--- config.mk ---
export PLATFORM = sky130hd
export DESIGN_NAME = blink_sequencer
export DESIGN_NICKNAME = d
export VERILOG_FILES = /design/src/rtl/blink_sequencer.sv
export SDC_FILE = /design/constraint.sdc
export NUM_CORES = 1
export LEC_CHECK = 0
export CELL_PAD_IN_SITES_DETAIL_PLACEMENT = 0
export CELL_PAD_IN_SITES_GLOBAL_PLACEMENT = 1
export CORE_MARGIN = 1
export CORE_UTILIZATION = 43
export CTS_CLUSTER_SIZE = 30
export DETAILED_ROUTE_END_ITERATION = 10
export PLACE_DENSITY_LB_ADDON = 0.1
export RECOVER_POWER = 50
export SYNTH_ARGS = -nofsm -noshare
export SYNTH_HDL_FRONTEND = slang
export SYNTH_SLANG_ARGS = --single-unit
--- constraint.sdc ---
create_clock -name clk -period 2.8 [get_ports clk]
set_input_delay 0.28 -clock clk [delete_from_list [all_inputs] [get_ports clk]]
set_output_delay 0.28 -clock clk [all_outputs]
set_load 0.02 [all_outputs]
--- src/rtl/blink_sequencer.sv ---
// blink_sequencer: steps through a small table of LED patterns. Each entry
// blinks its pattern (ON phase, then dark OFF phase) reps+1 times before the
// sequence advances. The sequence either wraps or stops after the last entry.
// Blink speed, pause and restart are controlled at run time, and the table
// can be rewritten at any time.
module blink_sequencer #(
    parameter int CLK_FREQ  = 25_000_000,
    parameter int BLINK_DIV = 4,
    parameter int LED_W     = 8,
    parameter int NUM_STEPS = 5,
    localparam int AW       = $clog2(NUM_STEPS)
) (
    input  logic             clk,
    input  logic             rst_n,
    input  logic             start,
    input  logic             pause,
    input  logic             loop,
    input  logic [1:0]       speed,
    input  logic             wr_en,
    input  logic [AW-1:0]    wr_addr,
    input  logic [LED_W-1:0] wr_pattern,
    input  logic [2:0]       wr_reps,
    output logic [LED_W-1:0] leds,
    output logic             busy,
    output logic             done,
    output logic [AW-1:0]    step_idx
);

    // Base half-period in clock cycles, and a counter wide enough to hold it.
    localparam int H0 = CLK_FREQ / BLINK_DIV;
    localparam int CW = $clog2(H0 + 1);

    localparam logic [CW-1:0] H0_C        = CW'(H0);
    localparam logic [CW-1:0] CNT_ONE_C   = CW'(1);
    localparam logic [CW-1:0] CNT_ZERO_C  = CW'(0);
    localparam logic [AW-1:0] STEP_ONE_C  = AW'(1);
    localparam logic [AW-1:0] STEP_ZERO_C = AW'(0);
    localparam logic [AW-1:0] LAST_STEP_C = AW'(NUM_STEPS - 1);
    localparam logic [31:0]   NUM_STEPS_C = 32'(NUM_STEPS);
    localparam logic [LED_W-1:0] LEDS_OFF_C = {LED_W{1'b0}};

    typedef enum logic [1:0] {
        ST_IDLE = 2'd0,
        ST_ON   = 2'd1,
        ST_OFF  = 2'd2
    } state_t;

    // Power-on pattern for entry idx: low idx+1 bits lit, saturating at all-ones.
    function automatic logic [LED_W-1:0] init_pattern(input int idx);
        logic [LED_W-1:0] p;
        p = {LED_W{1'b0}};
        for (int b = 0; b < LED_W; b++) begin
            p[b] = (b <= idx);
        end
        return p;
    endfunction

    // Power-on repeat count for entry idx: idx mod 8.
    function automatic logic [2:0] init_reps(input int idx);
        return 3'(idx % 8);
    endfunction

    // Pattern table
    logic [LED_W-1:0] pat_r  [NUM_STEPS];
    logic [2:0]       reps_r [NUM_STEPS];

    // Sequencer registers
    state_t           state_r;
    logic [CW-1:0]    cnt_r;
    logic [2:0]       blink_r;
    logic [AW-1:0]    step_r;
    logic [LED_W-1:0] leds_r;
    logic             busy_r;
    logic             done_r;

    // Next-state values
    state_t           state_s;
    logic [CW-1:0]    cnt_s;
    logic [2:0]       blink_s;
    logic [AW-1:0]    step_s;
    logic [LED_W-1:0] leds_s;
    logic             done_s;
    logic             busy_s;

    // Helpers
    logic [CW-1:0]    term_s;
    logic             phase_end_s;
    logic [AW-1:0]    step_inc_s;
    logic             wr_ok_s;

    // Terminal count follows speed combinationally, so a speed change acts
    // mid-phase; a counter already past the new terminal ends the phase at once.
    assign term_s      = (H0_C >> speed) - CNT_ONE_C;
    assign phase_end_s = (cnt_r >= term_s);
    assign step_inc_s  = step_r + STEP_ONE_C;
    assign wr_ok_s     = (32'(wr_addr) < NUM_STEPS_C);
    assign busy_s      = (state_s != ST_IDLE);

    // Table storage: reload defaults on reset, otherwise accept in-range writes.
    always_ff @(posedge clk) begin
        if (!rst_n) begin
            for (int i = 0; i < NUM_STEPS; i++) begin
                pat_r[i]  <= init_pattern(i);
                reps_r[i] <= init_reps(i);
            end
        end else if (wr_en && wr_ok_s) begin
            pat_r[wr_addr]  <= wr_pattern;
            reps_r[wr_addr] <= wr_reps;
        end
    end

    // Next-state and next-output logic; start overrides pause and completion.
    always_comb begin
        state_s = state_r;
        cnt_s   = cnt_r;
        blink_s = blink_r;
        step_s  = step_r;
        leds_s  = leds_r;
        done_s  = 1'b0;

        if (start) begin
            state_s = ST_ON;
            cnt_s   = CNT_ZERO_C;
            blink_s = 3'd0;
            step_s  = STEP_ZERO_C;
            leds_s  = pat_r[0];
        end else begin
            case (state_r)
                ST_IDLE: begin
                    leds_s = LEDS_OFF_C;
                end
                ST_ON: begin
                    if (pause) begin
                        cnt_s = cnt_r;
                    end else if (phase_end_s) begin
                        cnt_s   = CNT_ZERO_C;
                        state_s = ST_OFF;
                        leds_s  = LEDS_OFF_C;
                    end else begin
                        cnt_s = cnt_r + CNT_ONE_C;
                    end
                end
                ST_OFF: begin
                    if (pause) begin
                        cnt_s = cnt_r;
                    end else if (phase_end_s) begin
                        cnt_s = CNT_ZERO_C;
                        if (blink_r < reps_r[step_r]) begin
                            // Another blink of the same entry
                            blink_s = blink_r + 3'd1;
                            state_s = ST_ON;
                            leds_s  = pat_r[step_r];
                        end else begin
                            blink_s = 3'd0;
                            if (step_r == LAST_STEP_C) begin
                                step_s = STEP_ZERO_C;
                                if (loop) begin
                                    state_s = ST_ON;
                                    leds_s  = pat_r[0];
                                end else begin
                                    state_s = ST_IDLE;
                                    leds_s  = LEDS_OFF_C;
                                    done_s  = 1'b1;
                                end
                            end else begin
                                step_s  = step_inc_s;
                                state_s = ST_ON;
                                leds_s  = pat_r[step_inc_s];
                            end
                        end
                    end else begin
                        cnt_s = cnt_r + CNT_ONE_C;
                    end
                end
                default: begin
                    state_s = ST_IDLE;
                    cnt_s   = CNT_ZERO_C;
                    blink_s = 3'd0;
                    step_s  = STEP_ZERO_C;
                    leds_s  = LEDS_OFF_C;
                end
            endcase
        end
    end

    // State register and registered outputs.
    always_ff @(posedge clk) begin
        if (!rst_n) begin
            state_r <= ST_IDLE;
            cnt_r   <= CNT_ZERO_C;
            blink_r <= 3'd0;
            step_r  <= STEP_ZERO_C;
            leds_r  <= LEDS_OFF_C;
            busy_r  <= 1'b0;
            done_r  <= 1'b0;
        end else begin
            state_r <= state_s;
            cnt_r   <= cnt_s;
            blink_r <= blink_s;
            step_r  <= step_s;
            leds_r  <= leds_s;
            busy_r  <= busy_s;
            done_r  <= done_s;
        end
    end

    assign leds     = leds_r;
    assign busy     = busy_r;
    assign done     = done_r;
    assign step_idx = step_r;

endmodule

==> results.py, run 1 <==
metrics = {
    "status": {
        "run_status": "finished, final reports clean",
    },
    "critical_path": {
        "critical_path_required_ps": 3100,
        "crit_cells": 10,
        "cp-end-kind": "register",
        "slowest_delay_ps": 760,
        "reg2reg_depth": 10,
        "cp_max_fo": 6,
        "path_buf_inv": 3,
        "setup.worst_path.start_class": "register",
        "crit_end": "leds[1]",
        "crit_family": "compound AO/OA/AOI/OAI gates",
        "crit_top_cell": "a21oi_1",
        "cp_slowest_cell": "o41ai_2",
        "worst_r2r_endpoint": "leds[1]",
        "rrSetupSlack_ps": 70,
        "path_class": "register to register",
        "arrival_ps": 3030,
        "path_cells": "buf_12 -> mux4_2 -> mux2i_2 -> ha_2 -> buf_6 -> o41ai_2 -> a21oi_1 -> a22oi_1 -> buf_4 -> a21oi_1",
    },
    "sta": {
        "rsz0062_at_grt": "true",
        "setup_tns_ps": 0,
        "drv_slew": 0,
        "period_share_pct": 97.33,
        "fin_skew_ps": 9.081,
        "worst_pin_slew_ps": 817.9,
        "hold_viol_final": 0,
        "max_slew_margin_pct": 44.88,
        "max_freq_ghz": 0.3669,
        "finalSetupViolations": 0,
        "finalCriticalPeriod_ps": 2725,
        "timing.hold.ws_ps": 522.8,
    },
    "clock_tree": {
        "clockBufferDepth": 2,
        "cts_root_buf": "clkbuf_16",
        "hold_buffers": 0,
        "cts_sinks": 132,
        "cts_inserted_buffers": 17,
        "clk_latency_ps": 420,
        "cts_tree": "built",
        "clk_pin_slew_ps": 60,
        "h-tree-depth": 4,
    },
    "finish": {
        "syn_to_final_growth_pct": 24.51,
        "stdcell_count": 917,
        "layout-drive-gt1-share_pct": 18.97,
        "fillers": 1394,
        "antenna-diode-count": 0,
        "nets": 739,
        "final_common_cell": "edfxtp_1",
        "final_cell_mix": "edfxtp_1, nor2_1, dfxtp_1, buf_4, a21oi_1",
    },
    "place": {
        "dp_hpwl_um": 11890,
        "dp_cells": 883,
        "place_congestion": 0.7946,
        "io_buffers": 34,
    },
    "route": {
        "top_layer": "met4",
        "dr.first_iter.drc_count": 411,
        "met3_length_um": 942,
        "routedWlPerCell_um": 18.60,
        "vias": 5027,
        "wl_um": 17050,
        "dr_wl_met2_um": 7692,
        "drcViolationCount": 0,
        "viasPerCell": 5.482,
        "drt-met1-wl_um": 8259,
        "ant_nets": 0,
        "dr.pass1.iters": 5,
    },
    "die": {
        "design.die.area_sq_mm": 0.01674,
        "core_sq_mm": 0.01589,
        "die_h_um": 129.4,
        "start_util_pct": 43.94,
        "fp.dieW_um": 129.4,
        "io_pins": 35,
        "fp-row-count": 46,
    },
    "synthesis": {
        "synth_area_sq_mm": 0.006979,
        "avgSynthCellArea_sq_um": 12.05,
        "synth_edf_count": 88,
        "ys_seq_elements": 132,
        "synth-seq-area-share_pct": 50.48,
        "synthArstFlopShare_pct": 0,
        "synth_warnings": 0,
        "yosys_most_used_dff": "edfxtp_1",
        "synth_cell_types": 56,
        "synthCells": 579,
    },
    "global_route": {
        "grt_overflow": 0,
        "grt_pass1_vias": 4839,
        "grt_pass1_wl_um": 26520,
        "grt_use_total_pct": 21.67,
        "antenna_found_initial": 0,
        "grt_max_degree": 21,
    },
    "power_and_ir_drop": {
        "p_leak_nw": 3.122,
        "vdd.ir_drop.worst_v": 0.0004188,
        "powerDensity_mw_per_mm2": 545.2,
    },
    "min_path": {
        "hold_path_class": "register to register",
    },
    "run": {
        "drv_cap": 0,
    },
}
-- worst min-delay path: cells and delay by family (launching register included) --
| family | cells | cell delay (ps) |
|---|---|---|
| flip-flops | 1 | 340 |
| XOR/XNOR | 1 | 80 |
| AND/OR/NAND/NOR | 1 | 70 |
-- stage by stage --
| step | power, mW | util, % | area (sq um) | worst slack (ps) |
|---|---|---|---|---|
| final | 4.737 | 54.70 | 8690 | 74.75 |
| after global routing | 4.889 | 54.70 | 8690 | -25.44 |
| after CTS | 4.776 | 54.42 | 8645 | -0.4394 |
| after detailed placement | 2.636 | 50.58 | 8035 | -426.4 |
| after global placement | 2.621 | 50.58 | 8035 | -328.0 |
| after floorplan | 2.458 | - | 7123 | 26.87 |
-- layout make-up --
type                            count  area [sq um]  area share (%)
Sequential cell                   132          3525           40.56
Multi-Input combinational cell    437          3512           40.42
Timing Repair Buffer               86         768.2           8.841
Clock buffer                       21         450.4           5.184
Tap cell                          216         270.3           3.110
Clock inverter                     11         111.4           1.282
Inverter                           14         52.55          0.6048
-- registers in the layout (all words and copies together), names as in the netlist, named ones only --
| name | flops |
|---|---|
| blink_r | 3 |
| busy | 1 |
| cnt_r | 23 |
| done | 1 |
| leds | 8 |
| pat_r | 64 |
| reps_r | 24 |
| state_r | 2 |
| step_idx | 3 |
-- how the worst min path moves through the flow --
stage,endpoint,slack [ps],startpoint,cells past startpoint
final,cnt_r[22],520,cnt_r[22],2
after global routing,leds[0],560,leds[0],2
after CTS,blink_r[2],520,blink_r[2],2
after detailed placement,blink_r[2],510,blink_r[2],2
after global placement,blink_r[2],500,blink_r[2],2
after floorplan,pat_r[5][0],380,wr_pattern[0],0
-- Yosys cell counts (16+ instances only) --
cell type | n | area, sq um
edfxtp_1 | 88 | 2643
nor2_1 | 48 | 180.2
dfxtp_1 | 44 | 880.8
a21oi_1 | 42 | 210.2
and2_1 | 36 | 225.2
mux4_2 | 36 | 810.8
ha_1 | 29 | 362.9
nand2_1 | 25 | 93.84
nand2b_1 | 23 | 143.9
mux2i_1 | 19 | 190.2
o21ai_0 | 19 | 95.09
clkbuf_1 | 18 | 67.56
nand3_1 | 18 | 90.09
xor2_1 | 16 | 140.1
-- kinds of logic (layout without fill, tap and decap cells) --
kind of cell | Yosys count | in the layout | share of synthesized area (%)
other cells | 1 | 35 | 0.05373
flops | 132 | 132 | 50.48
mux | 58 | 58 | 15.29
buf+inv | 45 | 132 | 2.581
compound gates | 97 | 98 | 8.695
simple gates | 194 | 194 | 14.81
xor+xnor | 23 | 23 | 2.886
fa+ha+maj | 29 | 29 | 5.199
-- per-layer routing --
| layer | global-route usage [%] | vias to the layer above |
|---|---|---|
| li1 | - | 2374 |
| met1 | 31.72 | 2491 |
| met2 | 32.48 | 145 |
| met3 | 4.211 | 17 |
| met4 | 6.713 | 0 |
| met5 | 0 | - |
-- power breakdown --
group / leakage (nW) / total (mW) / switching [mW] / internal [mW]
Combinational: 1.63 / 0.370 / 0.196 / 0.174
Clock: 0.272 / 2.13 / 0.811 / 1.32
Sequential: 1.22 / 2.23 / 0.0486 / 2.19
-- repair_timing --
item,in CTS,in global routing
endpoints found under the setup margin,11,43
setup buffers,1,0
resized for setup,8,14
endpoints found under the hold margin,0,0
cloned,1,0
pin swaps,2,10
Note: power is estimated with default switching activity, not from simulation.
==> run 2: changes to the inputs <==
CTS_BUF_LIST = sky130_fd_sc_hd__clkbuf_16   (was default)
MAX_ROUTING_LAYER = met4   (was default)
==> run 2 against run 1 <==
Net effect:
- clock power about the same
- hold slack is essentially flat
- first-iteration DRC count grew 12%
- final area decreased by 0.12%
- critical path type unchanged
- largest cell class unchanged
==> results.py, run 2 (same netlist as run 1, synthesis figures left out) <==
metrics = {
    "die": {
        "core_sq_mm": 0.01589,
        "design.die.area_sq_mm": 0.01674,
        "io_pins": 35,
        "die_h_um": 129.4,
        "fp.dieW_um": 129.4,
        "start_util_pct": 43.94,
        "fp-row-count": 46,
    },
    "finish": {
        "antenna-diode-count": 0,
        "top_regs": "pat_r: 64 flops, reps_r: 24 flops, cnt_r: 23 flops",
        "layout-drive-gt1-share_pct": 18.83,
        "fin_util_pct": 54.64,
        "largest_reg_flops": 64,
        "largest_register": "pat_r",
        "syn_to_final_growth_pct": 24.36,
        "final_common_cell": "edfxtp_1",
        "final_cell_mix": "edfxtp_1, nor2_1, dfxtp_1, buf_4, a21oi_1",
        "nets": 739,
        "fillers": 1395,
    },
    "place": {
        "pre_cts_slack_ps": -426.4,
        "place_congestion": 0.8058,
        "io_buffers": 34,
        "dp_hpwl_um": 11890,
    },
    "clock_tree": {
        "clk_latency_ps": 420,
        "clockBufferDepth": 2,
        "h-tree-depth": 4,
        "clk_pin_slew_ps": 60,
        "cts_root_buf": "clkbuf_16",
        "cts_sinks": 132,
        "cts_inserted_buffers": 17,
        "cts_tree": "built",
    },
    "route": {
        "viasPerCell": 5.484,
        "wl_um": 17060,
        "routedWlPerCell_um": 18.60,
        "vias": 5029,
        "dr.first_iter.drc_count": 460,
        "drcViolationCount": 0,
        "dr.pass1.iters": 4,
        "ant_nets": 0,
    },
    "sta": {
        "max_slew_margin_pct": 47.87,
        "finalCriticalPeriod_ps": 2687,
        "worst_pin_slew_ps": 773.4,
        "setup_ws_ps": 112.7,
        "timing.hold.ws_ps": 522.5,
        "rsz0062_at_grt": "true",
        "drv_slew": 0,
        "hold_viol_final": 0,
        "max_freq_ghz": 0.3721,
        "period_share_pct": 95.97,
        "fin_skew_ps": 7.337,
        "finalSetupViolations": 0,
    },
    "global_route": {
        "grt_pass1_wl_um": 26520,
        "grt_pass1_vias": 4842,
        "grt_use_total_pct": 22.39,
        "antenna_found_initial": 0,
        "grt_max_degree": 21,
        "grt_overflow": 0,
    },
    "power_and_ir_drop": {
        "power_frac_comb_pct": 7.9,
        "switching_power_mw": 1.058,
        "swShare_pct": 22.50,
        "internal-power_mw": 3.643,
        "powerDensity_mw_per_mm2": 541.6,
        "sequentialPowerShare_pct": 47.5,
        "power_mw": 4.701,
        "vdd.ir_drop.worst_v": 0.0004196,
        "pwr-share-clk_pct": 44.6,
        "p_leak_nw": 3.127,
    },
    "critical_path": {
        "slowest_delay_ps": 520,
        "cp_slowest_cell": "mux4_2",
        "critical_path_required_ps": 3090,
        "cp-end-kind": "register",
        "path_cells": "buf_12 -> mux4_2 -> mux2i_2 -> ha_2 -> o21ai_2 -> nand2b_2 -> o41ai_4 -> a211o_1 -> a21oi_2 -> buf_4 -> o21ai_1",
        "setup.worst_path.start_class": "register",
        "path_class": "register to register",
        "arrival_ps": 2980,
        "cp_max_fo": 6,
    },
    "min_path": {
        "hold_path_class": "register to register",
    },
    "status": {
        "run_status": "finished, final reports clean",
    },
    "run": {
        "drv_cap": 0,
    },
}
-- run 2: cell type report --
cell class | count | area (sq um) | area share [%]
clock inverters | 15 | 126.4 | 1.456
inverters | 14 | 52.55 | 0.6054
multi-input cells | 437 | 3512 | 40.46
repair buffers | 86 | 768.2 | 8.851
well taps | 216 | 270.3 | 3.114
clock buffers | 17 | 425.4 | 4.901
flip-flops and latches | 132 | 3525 | 40.61
-- run 2: final timing paths --
path	start	end	slack, ps	depth (start not counted)
worst max-delay path	register	register	110	11
worst max register to register	register	register	110	11
worst min register to register	cnt_r[22]	cnt_r[22]	520	2
worst min-delay path	cnt_r[22]	cnt_r[22]	520	2
-- run 2: routing by layer --
metal / global-route usage, % / routed length [um] / vias to the layer above
met4: 6.574 / 189 / 0
met1: 31.58 / 8292 / 2494
met3: 4.583 / 869 / 21
li1: - / - / 2377
met5: - / 0 / -
met2: 32.54 / 7703 / 137
-- run 2: what timing repair did --
item / 4_1_cts / 5_1_grt
endpoints found under the setup margin: 11 / 43
hold buffers: 0 / 0
pin swaps: 2 / 10
buffers inserted: 1 / 0
cloned: 1 / 0
resized for setup: 8 / 14
-- run 2: worst max-delay path, delay by kind of cell, from the launching register on --
family                   cells  cell delay [ps]
AO/OA/AOI/OAI                5              890
multiplexers                 2              720
flip-flops                   1              350
buffers and inverters        2              270
adder cells (fa/ha/maj)      1              240
AND/OR/NAND/NOR              1              110
-- run 2: power groups by stage --
stage | Combinational, mW | Sequential, mW | Clock (mW)
final | 0.371 | 2.23 | 2.10
after global routing | 0.402 | 2.24 | 2.21
after CTS | 0.372 | 2.23 | 2.13
after detailed placement | 0.363 | 2.27 | 0
after global placement | 0.357 | 2.26 | 0
after floorplan | 0.193 | 2.26 | 0
-- run 2: metrics by stage --
step | std cells | setup TNS, ps | area [sq um]
3_3_place_gp | 883 | -11650 | 8035
5_1_grt | 917 | -59.36 | 8680
3_5_place_dp | 883 | -15060 | 8035
2_1_floorplan | 613 | 0 | 7123
4_1_cts | 917 | -0.4394 | 8635
6_report | 917 | 0 | 8680
